<file path="config.mk">
export PLATFORM = sky130hd
export DESIGN_NAME = lw_sha_din_fifo
export DESIGN_NICKNAME = d
export VERILOG_FILES = /design/src/rtl/lw_sha_pkg.sv /design/src/rtl/lw_sha_sync_fifo.sv /design/src/rtl/lw_sha_din_fifo.sv
export SDC_FILE = /design/constraint.sdc
export NUM_CORES = 1
export LEC_CHECK = 0
export BUFFER_PORTS_ARGS = -buffer_cell sky130_fd_sc_hd__buf_4
export CAP_MARGIN = 20
export CORE_MARGIN = 10
export CORE_UTILIZATION = 53
export CTS_CLUSTER_SIZE = 28
export DETAILED_ROUTE_END_ITERATION = 6
export PLACE_DENSITY = 0.77
export SYNTH_ARGS = -nofsm -noshare
export SYNTH_HDL_FRONTEND = slang
export SYNTH_HIERARCHICAL = 1
export SYNTH_SLANG_ARGS = --single-unit
</file>
<file path="constraint.sdc">
create_clock -name clk_i -period 8.85 [get_ports clk_i]
set_input_delay 1.77 -clock clk_i [delete_from_list [all_inputs] [get_ports clk_i]]
set_output_delay 1.77 -clock clk_i [all_outputs]
set_load 0.01 [all_outputs]
</file>
<file path="src/rtl/lw_sha_pkg.sv">
`default_nettype none
// ============================================================================
// Module      : lw_sha_pkg
// Description : Shared types and constants for the SHA DIN input buffer.
//               BUS_W   - bus word width (fixed at 32)
//               LVL_W   - width of the reported FIFO fill level
//               pack_state_e - packer FSM states
//               din_entry_t  - one stored FIFO entry (last flag + data)
// Revision    : 1.0 - initial release
// ============================================================================
package lw_sha_pkg;

    localparam int BUS_W      = 32;
    localparam int LVL_W      = 5;
    // Entries are sized for the widest core word; 32-bit cores use the low half.
    localparam int DIN_DATA_W = 64;

    typedef enum logic [0:0] {
        EMPTY = 1'b0,   // no half word held
        HALF  = 1'b1    // high half of a 64-bit word is held
    } pack_state_e;

    typedef struct packed {
        logic                  last;
        logic [DIN_DATA_W-1:0] data;
    } din_entry_t;

endpackage
`default_nettype wire

</file>
<file path="src/rtl/lw_sha_sync_fifo.sv">
`default_nettype none
// ============================================================================
// Module      : lw_sha_sync_fifo
// Description : DEPTH-entry synchronous FIFO of din_entry_t with first-word
//               fall-through head, registered fill level, sync reset and flush.
// Ports       : clk_i, rst_i    - clock, synchronous active-high reset
//               flush_i         - clears contents (one priority below reset)
//               push_i/push_entry_i - write an entry (ignored when full)
//               pop_i           - remove the head entry (ignored when empty)
//               head_o          - entry at the read pointer
//               lvl_o           - number of stored entries, 0..DEPTH
//               full_o/empty_o  - level status
// Revision    : 1.0 - initial release
// ============================================================================
module lw_sha_sync_fifo
    import lw_sha_pkg::*;
#(
    parameter int DEPTH = 4
) (
    input  logic             clk_i,
    input  logic             rst_i,
    input  logic             flush_i,
    input  logic             push_i,
    input  din_entry_t       push_entry_i,
    input  logic             pop_i,
    output din_entry_t       head_o,
    output logic [LVL_W-1:0] lvl_o,
    output logic             full_o,
    output logic             empty_o
);

    localparam int               PTR_W       = (DEPTH > 1) ? $clog2(DEPTH) : 1;
    localparam logic [LVL_W-1:0] C_DEPTH_LVL = LVL_W'(DEPTH);

    din_entry_t       r_mem_q [DEPTH];
    logic [PTR_W-1:0] r_wr_ptr_q;
    logic [PTR_W-1:0] w_wr_ptr_d;
    logic [PTR_W-1:0] r_rd_ptr_q;
    logic [PTR_W-1:0] w_rd_ptr_d;
    logic [LVL_W-1:0] r_lvl_q;
    logic [LVL_W-1:0] w_lvl_d;
    logic             w_push;
    logic             w_pop;

    assign full_o  = (r_lvl_q == C_DEPTH_LVL);
    assign empty_o = (r_lvl_q == '0);
    assign w_push  = push_i && !full_o;
    assign w_pop   = pop_i && !empty_o;
    assign lvl_o   = r_lvl_q;
    assign head_o  = r_mem_q[r_rd_ptr_q];

    always_comb begin
        w_wr_ptr_d = r_wr_ptr_q;
        w_rd_ptr_d = r_rd_ptr_q;
        w_lvl_d    = r_lvl_q;
        if (flush_i) begin
            w_wr_ptr_d = '0;
            w_rd_ptr_d = '0;
            w_lvl_d    = '0;
        end else begin
            // Power-of-two depth: pointers wrap by plain overflow.
            if (w_push) w_wr_ptr_d = r_wr_ptr_q + PTR_W'(1);
            if (w_pop)  w_rd_ptr_d = r_rd_ptr_q + PTR_W'(1);
            case ({w_push, w_pop})
                2'b10:   w_lvl_d = r_lvl_q + LVL_W'(1);
                2'b01:   w_lvl_d = r_lvl_q - LVL_W'(1);
                default: w_lvl_d = r_lvl_q;
            endcase
        end
    end

    always_ff @(posedge clk_i) begin
        if (rst_i) begin
            r_wr_ptr_q <= '0;
            r_rd_ptr_q <= '0;
            r_lvl_q    <= '0;
        end else begin
            r_wr_ptr_q <= w_wr_ptr_d;
            r_rd_ptr_q <= w_rd_ptr_d;
            r_lvl_q    <= w_lvl_d;
        end
    end

    // Storage needs no reset: it is only observed through the level.
    always_ff @(posedge clk_i) begin
        if (w_push && !flush_i && !rst_i) begin
            r_mem_q[r_wr_ptr_q] <= push_entry_i;
        end
    end

endmodule
`default_nettype wire

</file>
<file path="src/rtl/lw_sha_din_fifo.sv">
`default_nettype none
// ============================================================================
// Module      : lw_sha_din_fifo
// Description : SHA DIN input buffer. Accepts 32-bit bus words, packs word
//               pairs into 64-bit core words in 64-bit modes, buffers them in
//               a small FIFO and hands them to the core via valid/ready.
// Ports       : clk_i, rst_i    - clock, synchronous active-high reset
//               s64_i           - 1 = pack two bus words per entry
//               flush_i         - abort, clears all contents
//               wr_valid_i/wr_data_i/wr_last_i/wr_ready_o - bus write side
//               data_o/last_o/valid_o/ready_i - core read side
//               lvl_o           - stored entries (STS.fifoinlvl)
//               ovf_o           - one-cycle pulse on dropped data (STS.derr)
// Revision    : 1.0 - initial release
// ============================================================================
module lw_sha_din_fifo
    import lw_sha_pkg::LVL_W;
#(
    parameter int BUS_W  = 32,
    parameter int WORD_W = 64,
    parameter int DEPTH  = 4
) (
    input  logic              clk_i,
    input  logic              rst_i,
    input  logic              s64_i,
    input  logic              flush_i,
    input  logic              wr_valid_i,
    input  logic [BUS_W-1:0]  wr_data_i,
    input  logic              wr_last_i,
    output logic              wr_ready_o,
    output logic [WORD_W-1:0] data_o,
    output logic              last_o,
    output logic              valid_o,
    input  logic              ready_i,
    output logic [LVL_W-1:0]  lvl_o,
    output logic              ovf_o
);

    import lw_sha_pkg::*;

    pack_state_e      r_state_q;
    pack_state_e      w_state_d;
    logic [BUS_W-1:0] r_hold_q;
    logic [BUS_W-1:0] w_hold_d;
    logic             r_ovf_q;
    logic             w_ovf_d;

    logic             w_pack64;
    logic             w_accept;
    logic             w_push;
    logic             w_pop;
    din_entry_t       w_push_entry;
    din_entry_t       w_head;
    logic             w_full;
    logic             w_empty;

    // Packing only applies when the core word can hold two bus words.
    assign w_pack64 = s64_i && (WORD_W == 64);

    // A non-final high half only lands in the hold register, so it can be
    // taken even when the FIFO is full.
    assign wr_ready_o = !w_full || (w_pack64 && (r_state_q == EMPTY) && !wr_last_i);
    assign w_accept   = wr_valid_i && wr_ready_o;

    assign valid_o = !w_empty;
    assign w_pop   = valid_o && ready_i;
    assign data_o  = valid_o ? w_head.data[WORD_W-1:0] : '0;
    assign last_o  = valid_o && w_head.last;
    assign ovf_o   = r_ovf_q;

    always_comb begin
        w_state_d    = r_state_q;
        w_hold_d     = r_hold_q;
        w_ovf_d      = 1'b0;
        w_push       = 1'b0;
        w_push_entry = '0;

        if (wr_valid_i && !wr_ready_o) begin
            w_ovf_d = 1'b1;
        end

        // Leaving 64-bit mode mid-pair loses the held half.
        if ((r_state_q == HALF) && !w_pack64) begin
            w_state_d = EMPTY;
            w_ovf_d   = 1'b1;
        end

        if (w_accept) begin
            if (!w_pack64) begin
                w_push            = 1'b1;
                w_push_entry.data = DIN_DATA_W'(wr_data_i);
                w_push_entry.last = wr_last_i;
            end else if (r_state_q == HALF) begin
                w_push            = 1'b1;
                w_push_entry.data = {r_hold_q, wr_data_i};
                w_push_entry.last = wr_last_i;
                w_state_d         = EMPTY;
            end else if (wr_last_i) begin
                w_push            = 1'b1;
                w_push_entry.data = {wr_data_i, {BUS_W{1'b0}}};
                w_push_entry.last = 1'b1;
            end else begin
                w_hold_d  = wr_data_i;
                w_state_d = HALF;
            end
        end
    end

    always_ff @(posedge clk_i) begin
        if (rst_i || flush_i) begin
            r_state_q <= EMPTY;
            r_hold_q  <= '0;
            r_ovf_q   <= 1'b0;
        end else begin
            r_state_q <= w_state_d;
            r_hold_q  <= w_hold_d;
            r_ovf_q   <= w_ovf_d;
        end
    end

    lw_sha_sync_fifo #(
        .DEPTH (DEPTH)
    ) u_fifo (
        .clk_i        (clk_i),
        .rst_i        (rst_i),
        .flush_i      (flush_i),
        .push_i       (w_push),
        .push_entry_i (w_push_entry),
        .pop_i        (w_pop),
        .head_o       (w_head),
        .lvl_o        (lvl_o),
        .full_o       (w_full),
        .empty_o      (w_empty)
    );

endmodule
`default_nettype wire

</file>
After elaboration in Yosys (flattened, before gate mapping)
Memory sizes are Yosys's and may differ from the RTL's. A register that Yosys moved wholly into a read port is not among the register bits.
Cells that the tools add are included.
{ "totals": {"ff_bits": 43, "mem_bits_rw": 260, "out_inout_bits": 73, "elab_cells": 61, "mem_count": 1} }
{ "memory_table": {"columns": ["memory", "words", "word_bits", "rd", "rd_clocked_by_memory_dff", "write_ports", "line", "source"], "rows": [
  ["u_fifo.r_mem_q", 4, 65, 1, 1, 1, "lw_sha_sync_fifo.sv:35", "din_entry_t r_mem_q [DEPTH];"]
]} }
{ "op_classes": {"add_sub_neg": 4, "eq_ne": 3, "mux": 21, "bitwise": 2, "reduce_logical": 24} }
{ "ops": {"columns": ["cell", "count"], "rows": [
  ["$mux W65", 4],
  ["$mux W64", 1],
  ["$mux W1", 13],
  ["$logic_and A1 B1 Y1", 11],
  ["$pmux W5 S2", 1],
  ["$logic_not A1 Y1", 7],
  ["$add A5 B1 Y5 const B", 1],
  ["$eq A5 B3 Y1 const B", 1],
  ["$logic_not A5 Y1", 1],
  ["$sub A5 B1 Y5 const B", 1],
  ["$add A2 B1 Y2 const B", 2],
  ["$mux W2", 2],
  ["$reduce_and A4 Y1", 1],
  ["$eq A2 B1 Y1 const B", 1],
  ["$eq A2 B2 Y1 const B", 1],
  ["$logic_or A1 B1 Y1", 2],
  ["$not A1 Y1", 2],
  ["$reduce_bool A2 Y1", 1],
  ["$reduce_or A2 Y1", 1]
]} }

Longest topological paths before layout
Gate-level depths: netlist of the first run.
{ "depth": {"depth_word": 11, "ltp_mapped": 13, "depth_no_buf": 13} }

Cells and area by module
The synthesis of the first run kept the hierarchy.
{ "modules_own_cells": {"columns": ["module", "instances", "cells_per_inst", "area_each_um2"], "rows": [
  ["lw_sha_sync_fifo", 1, 415, 10014.6],
  ["lw_sha_din_fifo", 1, 318, 2283.4]
]} }

Worst setup path before layout of the first run
No wires, ideal clock.
{ "synth_path": {"path_kind": "input-to-reg", "from": "in wr_last_i", "to": "mem u_fifo/r_mem_q[0][0] (netlist name), enable pin", "setup_ns": 0.430, "arrival_ns": 3.923, "required_ns": 8.420, "slack_ns": 4.496, "cell_stages": 5, "n_path_buf": 1, "path_cell_list": "buf_4 > nor2_1 > nor2_1 > a21boi_2 > and3_1"} }
{ "synth_between": {"elab_chain_cells": 10} }
{ "synth_lines": {"columns": ["item", "line", "source"], "rows": [
  ["start: declaration", "lw_sha_din_fifo.sv:29", "input logic wr_last_i,"],
  ["branches (longest 4 deep; another with $mux W1)", null, null],
  ["$mux W1 (*)", "lw_sha_din_fifo.sv:88", "if (w_accept) begin"],
  ["via w_push", "lw_sha_din_fifo.sv:50", "logic w_push;"],
  ["$logic_and A1 B1 Y1 (*)", "lw_sha_sync_fifo.sv:47", "assign w_push = push_i && !full_o;"],
  ["$logic_and A1 B1 Y1 (*) (2 in series)", "lw_sha_sync_fifo.sv:86", "if (w_push && !flush_i && !rst_i) begin"],
  ["$mux W1 (*)", "lw_sha_sync_fifo.sv:86", null],
  ["$mux W1 (not written as such) (*)", "lw_sha_sync_fifo.sv:87", "r_mem_q[r_wr_ptr_q] <= push_entry_i;"],
  ["end: declaration", "lw_sha_sync_fifo.sv:35", null]
]} }
Mark *: on every way through the listed nets, which the timed path passes.

==> reports/metrics.csv, run 1 <==
metric,value,unit
status,finished clean,
vdd_drop_max,0.000120,V
synth_flop_cell,edfxtp_1,
cap_violations,0,
worst_pin_slew,1.01,ns
drt_iter0_markers,627,
drcViolationCount,0,
routabilityCongestion,0.743,
finalNetCount,888,
synth_top_area_share,63.5,%
n_fill_cell,1649,
synth_top_cells_by_count,"edfxtp_1, nand2_1, nor2b_1",
synth-edff-count,260,
synth_top_area_cell,edfxtp_1,
power.density,202,nW/um2
tns,0,ns
grt_pass1_vias,6948,
htreeDepth,1,
slew_headroom,32.8,%
drt_pass1_iterations,5,
via_per_inst,5.84,
clock_path_buffers,3,
stdcell_area,14300,um2
antenna_found_initial,1,
critPathBufInv,2,
post-cts-setup-buffers,0,
maxSlewViolCount,0,
crit_type,flip-flop to output port,
clk_latency,0.54,ns
clkTransAtPathRegs,0.06,ns
cts_tree,done,
max_stage_delay,0.74,ns
die-area,29700,um2
min_path_type,flip-flop to flip-flop,
ys_warn_count,6,
syn_inst,733,
ys_top_cells_by_area,"edfxtp_1, mux4_2, dfxtp_1, nor2b_1, nand2_1",
startpoint_type,flip-flop,
cp-end-kind,output port,
min_period,4.76,ns
grt_pass1_wl,40000,um
syn_area,12300,um2
vias,6676,
core-area,22700,um2
grt_max_degree,67,
yosysMostFrequentCell,edfxtp_1,
cp_top_family,buffers and inverters,
crit_required,7.08,ns
fin_cells,1144,
wl_per_cell,22.9,um
rsz0062_at_grt,no,
syn_to_final_growth,16.4,%
ys_ff_latch,305,
io_buffers,111,
ys_seq_area_share,70.8,%
dieWidth,172,um
cpMaxStageDelayCell,buf_4,
leakagePower,4.94,nW
ant_nets,0,
dpl_cell_area,13400,um2
clock_sinks,305,
finalClockSkew,0.0147,ns
grt-ovfl-total,0,
synth_area_per_cell,16.8,um2
max_freq,210,MHz
synthArstFlopShare,0,%
numPlacedInstances,1094,
dp_hpwl,15300,um
io_pins,112,
setup_viol,0,
synth.distinct_cells,41,
num_rows,55,
holdWs,0.456,ns
worstPathMaxFanout,39,
numCtsBuffers,29,
cts-root-buf,clkbuf_16,
finalWirelength,26200,um
synth_fp_nets,781,
cts_resized,0,
drive_above_1_share,28.8,%
start_util,54.2,%
grtUsageTotal,17.5,%
die_y,172,um
final_util,63.0,%
crit_path_frequent_cell,buf_4,
hold_viol,0,
finalCritPeriodShare,53.7,%
r2r_slack,5.44,ns
hold_buffers,0,
arrival,2.99,ns
antenna_cells,0,
crit_path_cell_trace,buf_4 -> mux4_2 -> nor2b_1 -> buf_4,
## layout make-up
class	instances	area (um2)	share of cell area, %
Clock buffer	42	845	5.90
Clock inverter	8	97.6	0.682
Inverter	8	30.0	0.210
Multi-Input combinational cell	375	3360	23.5
Sequential cell	305	8710	60.9
Tap cell	285	357	2.49
Timing Repair Buffer	121	908	6.35
## final timing paths
check,start,end,cells past startpoint
max reg2reg,u_fifo/lvl_o[0]$_SDFFE_PP0P_,u_fifo/lvl_o[4]$_SDFFE_PP0P_,13
min,r_hold_q[2]$_SDFFE_PP0P_,r_hold_q[2]$_SDFFE_PP0P_,2
max,flip-flop,data_o[42],4
min reg2reg,r_hold_q[2]$_SDFFE_PP0P_,r_hold_q[2]$_SDFFE_PP0P_,2
## cells by family after synthesis
logic type / share of synthesized area (%)
fa+ha+maj: 0.977
buf+inv: 2.16
mux: 12.1
xor+xnor: 0.356
compound gates: 4.18
flops: 70.8
simple gates: 9.37
## report_power, final
group          switching (mW)  leakage, nW  internal [mW]
registers             0.00446         2.87           1.56
clock network           0.495        0.468          0.716
logic                  0.0688         1.61         0.0429
## placed cells by master, fill, tap and decap left out, types with 2 or more instances in the layout
| cell | Yosys | routed |
|---|---|---|
| nand2_1 | 70 | 70 |
| buf_4 | 9 | 121 |
| nor2_4 | 0 | 2 |
| o21ai_0 | 2 | 2 |
| a22o_1 | 28 | 28 |
| and3_2 | 0 | 4 |
| clkinv_2 | 0 | 4 |
| clkbuf_1 | 20 | 6 |
| nand2b_1 | 4 | 4 |
| or2_2 | 2 | 2 |
| nand3b_1 | 4 | 4 |
| a21oi_1 | 42 | 42 |
| clkbuf_16 | 0 | 29 |
| edfxtp_1 | 260 | 260 |
| mux2i_1 | 3 | 3 |
| nor2b_1 | 67 | 66 |
| mux4_2 | 65 | 65 |
| nand3_1 | 4 | 4 |
| and2_1 | 33 | 33 |
| nor2_1 | 18 | 17 |
| bufinv_16 | 0 | 2 |
| xor2_1 | 4 | 4 |
| dfxtp_1 | 45 | 43 |
| inv_1 | 8 | 8 |
| inv_6 | 0 | 2 |
| ha_1 | 8 | 8 |
| clkbuf_8 | 0 | 7 |
## metrics by stage
stage	power [mW]	setup WS, ns
floorplan	1.66	4.50
global placement	1.71	4.46
detailed placement	1.71	4.38
CTS	2.91	3.98
global route	2.97	3.85
finish	2.89	4.09
## routing by layer
layer  part of all wire, %  routed length (um)  track usage [%]
met1                    41               10700             22.9
met4                   1.4                 371             4.35
met2                    51               13400             29.8
met5                 0.050                  13                0
met3                   6.7                1760             3.15
## flip-flops by register name, indices dropped and copies added (netlist names), named ones only
signal / cells
ovf_o: 1
u_fifo/r_wr_ptr_q: 2
r_hold_q: 32
u_fifo/r_mem_q: 260
u_fifo/lvl_o: 5
r_state_q: 1
u_fifo/r_rd_ptr_q: 2
## worst register-to-register path, delay by kind of cell, from the launching register on
family / cells / cell delay (ns)
AO/OA/AOI/OAI: 2 / 0.38
multiplexers: 2 / 0.47
AND/OR/NAND/NOR: 5 / 1.27
flip-flops: 1 / 0.38
adder cells (fa/ha/maj): 2 / 0.65
buffers and inverters: 2 / 0.20
Note: power is estimated with default switching activity, not from simulation.
==> inputs of run 2 (changes only) <==
PLACE_DENSITY = 0.8   (was 0.77)
clock period = 4.2 ns   (was 8.85 ns; I/O delays follow)
==> reports/metrics.csv, run 2 (synthesis results as in run 1) <==
metric,value,unit,change
status,finished clean,,
tns,0,ns,unchanged
crit_path_cell_trace,or4_4 -> nor2_4 -> buf_4 -> nor2b_1 -> buf_4,,
ant_nets,0,,unchanged
cts_tree,done,,
slew_headroom,31.3,%,-1.5 points
grt-ovfl-total,0,,unchanged
drt_pass1_iterations,5,,unchanged
crit_path_frequent_cell,buf_4,,
hold_buffers,0,,unchanged
fin_cells,1150,,+0.52%
cp_top_family,simple AND/OR/NAND/NOR gates,,
leakagePower,4.97,nW,+0.54%
final_cell_mix,"edfxtp_1, buf_4, nand2_1",,
min_period,3.49,ns,
finalWirelength,24900,um,-4.8%
hold_viol,0,,unchanged
largest_register,u_fifo/r_mem_q,,
drcViolationCount,0,,unchanged
holdWs,0.455,ns,-0.000555 ns
cpMaxStageDelayCell,or4_4,,
cp-end-kind,output port,,
die_y,172,um,unchanged
grt_max_degree,66,,-1.5%
cts-root-buf,clkbuf_16,,
syn_to_final_growth,17.5,%,
final_common_cell,edfxtp_1,,
die-area,29700,um2,unchanged
crit_required,3.36,ns,-3.72 ns
clk_latency,0.53,ns,about the same
clock_path_buffers,3,,unchanged
antenna_cells,0,,unchanged
rsz0062_at_grt,no,,
start_util,54.2,%,unchanged
core-area,22700,um2,unchanged
stdcell_area,14500,um2,+0.96%
io_pins,112,,unchanged
critPathBufInv,2,,unchanged
numCtsBuffers,29,,unchanged
largest_reg_flops,260,,unchanged
finalNetCount,891,,+0.34%
clock_sinks,305,,unchanged
via_per_inst,5.78,,-1.0%
min_path_type,flip-flop to flip-flop,,
grt_pass1_wl,38800,um,-2.9%
cts_resized,0,,unchanged
grt_pass1_vias,6857,,-1.3%
dieWidth,172,um,unchanged
wl_per_cell,21.7,um,-5.3%
post-cts-setup-buffers,0,,unchanged
worstPathMaxFanout,31,,-21%
num_rows,55,,unchanged
grtUsageTotal,16.8,%,-0.75 points
arrival,2.65,ns,-0.34 ns
htreeDepth,1,,unchanged
power.density,424,nW/um2,+110%
vdd_drop_max,0.000269,V,+120%
r2r_slack,0.98,ns,-4.46 ns
cap_violations,0,,unchanged
dp_hpwl,15100,um,-1.4%
maxSlewViolCount,0,,unchanged
io_buffers,111,,unchanged
drt_iter0_markers,485,,-23%
vias,6642,,-0.51%
drive_above_1_share,29.0,%,+0.26 points
antenna_found_initial,0,,-1
max_freq,286,MHz,
dpl_cell_area,13500,um2,+0.67%
finalClockSkew,0.0138,ns,-0.000881 ns
setup_viol,0,,unchanged
crit_type,flip-flop to output port,,
clkTransAtPathRegs,0.06,ns,about the same
numPlacedInstances,1096,,+0.18%
routabilityCongestion,0.768,,+3.4%
finalCritPeriodShare,83.2,%,
worst_pin_slew,1.03,ns,+0.0208 ns
startpoint_type,flip-flop,,
max_stage_delay,0.59,ns,-0.15 ns
-- run 2: report_power, final --
part	internal (mW)	switching (mW)	leakage [nW]
Combinational	0.0943	0.142	1.64
Sequential	3.29	0.00866	2.87
Clock	1.55	1.04	0.467
Total	4.94	1.19	4.97
-- run 2: worst reg2reg max path: cells and delay by family, from the launching register on --
family	cells	cell delay (ns)
compound gates	2	0.35
flops	1	0.36
simple gates	5	1.16
buf+inv	2	0.20
fa+ha+maj	2	0.66
mux	2	0.42
-- run 2: stage by stage --
stage / util [%] / worst slack (ns) / power (mW)
2_1_floorplan: - / 0.776 / 3.49
3_3_place_gp: 59.3 / 1.07 / 3.59
3_5_place_dp: 59.3 / 1.00 / 3.60
4_1_cts: 63.6 / 0.674 / 6.17
5_1_grt: 63.6 / 0.551 / 6.32
6_report: 63.6 / 0.706 / 6.13
-- run 2: metal layers --
| layer | routed length [um] | vias up | part of all wire, % | global-route usage (%) |
|---|---|---|---|---|
| met5 | 0 | - | 0 | 0 |
| met4 | 524 | 0 | 2.1 | 4.65 |
| met3 | 1810 | 40 | 7.3 | 3.24 |
| met2 | 12400 | 251 | 50 | 27.6 |
| met1 | 10100 | 3346 | 41 | 22.4 |
| li1 | - | 3005 | - | - |
-- run 2: cell type report --
class | instances | area, um2
Clock inverter | 12 | 139
Inverter | 8 | 30.0
Tap cell | 285 | 357
Multi-Input combinational cell | 375 | 3370
Clock buffer | 41 | 831
Sequential cell | 305 | 8720
Fill cell | 1581 | 8260
Timing Repair Buffer | 124 | 1010
-- run 2: final timing paths --
check,start,to,cells after the start
worst min register to register,r_hold_q[12]$_SDFFE_PP0P_,r_hold_q[12]$_SDFFE_PP0P_,2
worst max-delay path,u_fifo/lvl_o[0]$_SDFFE_PP0P_,data_o[2],5
worst max register to register,u_fifo/lvl_o[0]$_SDFFE_PP0P_,u_fifo/lvl_o[4]$_SDFFE_PP0P_,13
worst min-delay path,r_hold_q[12]$_SDFFE_PP0P_,r_hold_q[12]$_SDFFE_PP0P_,2
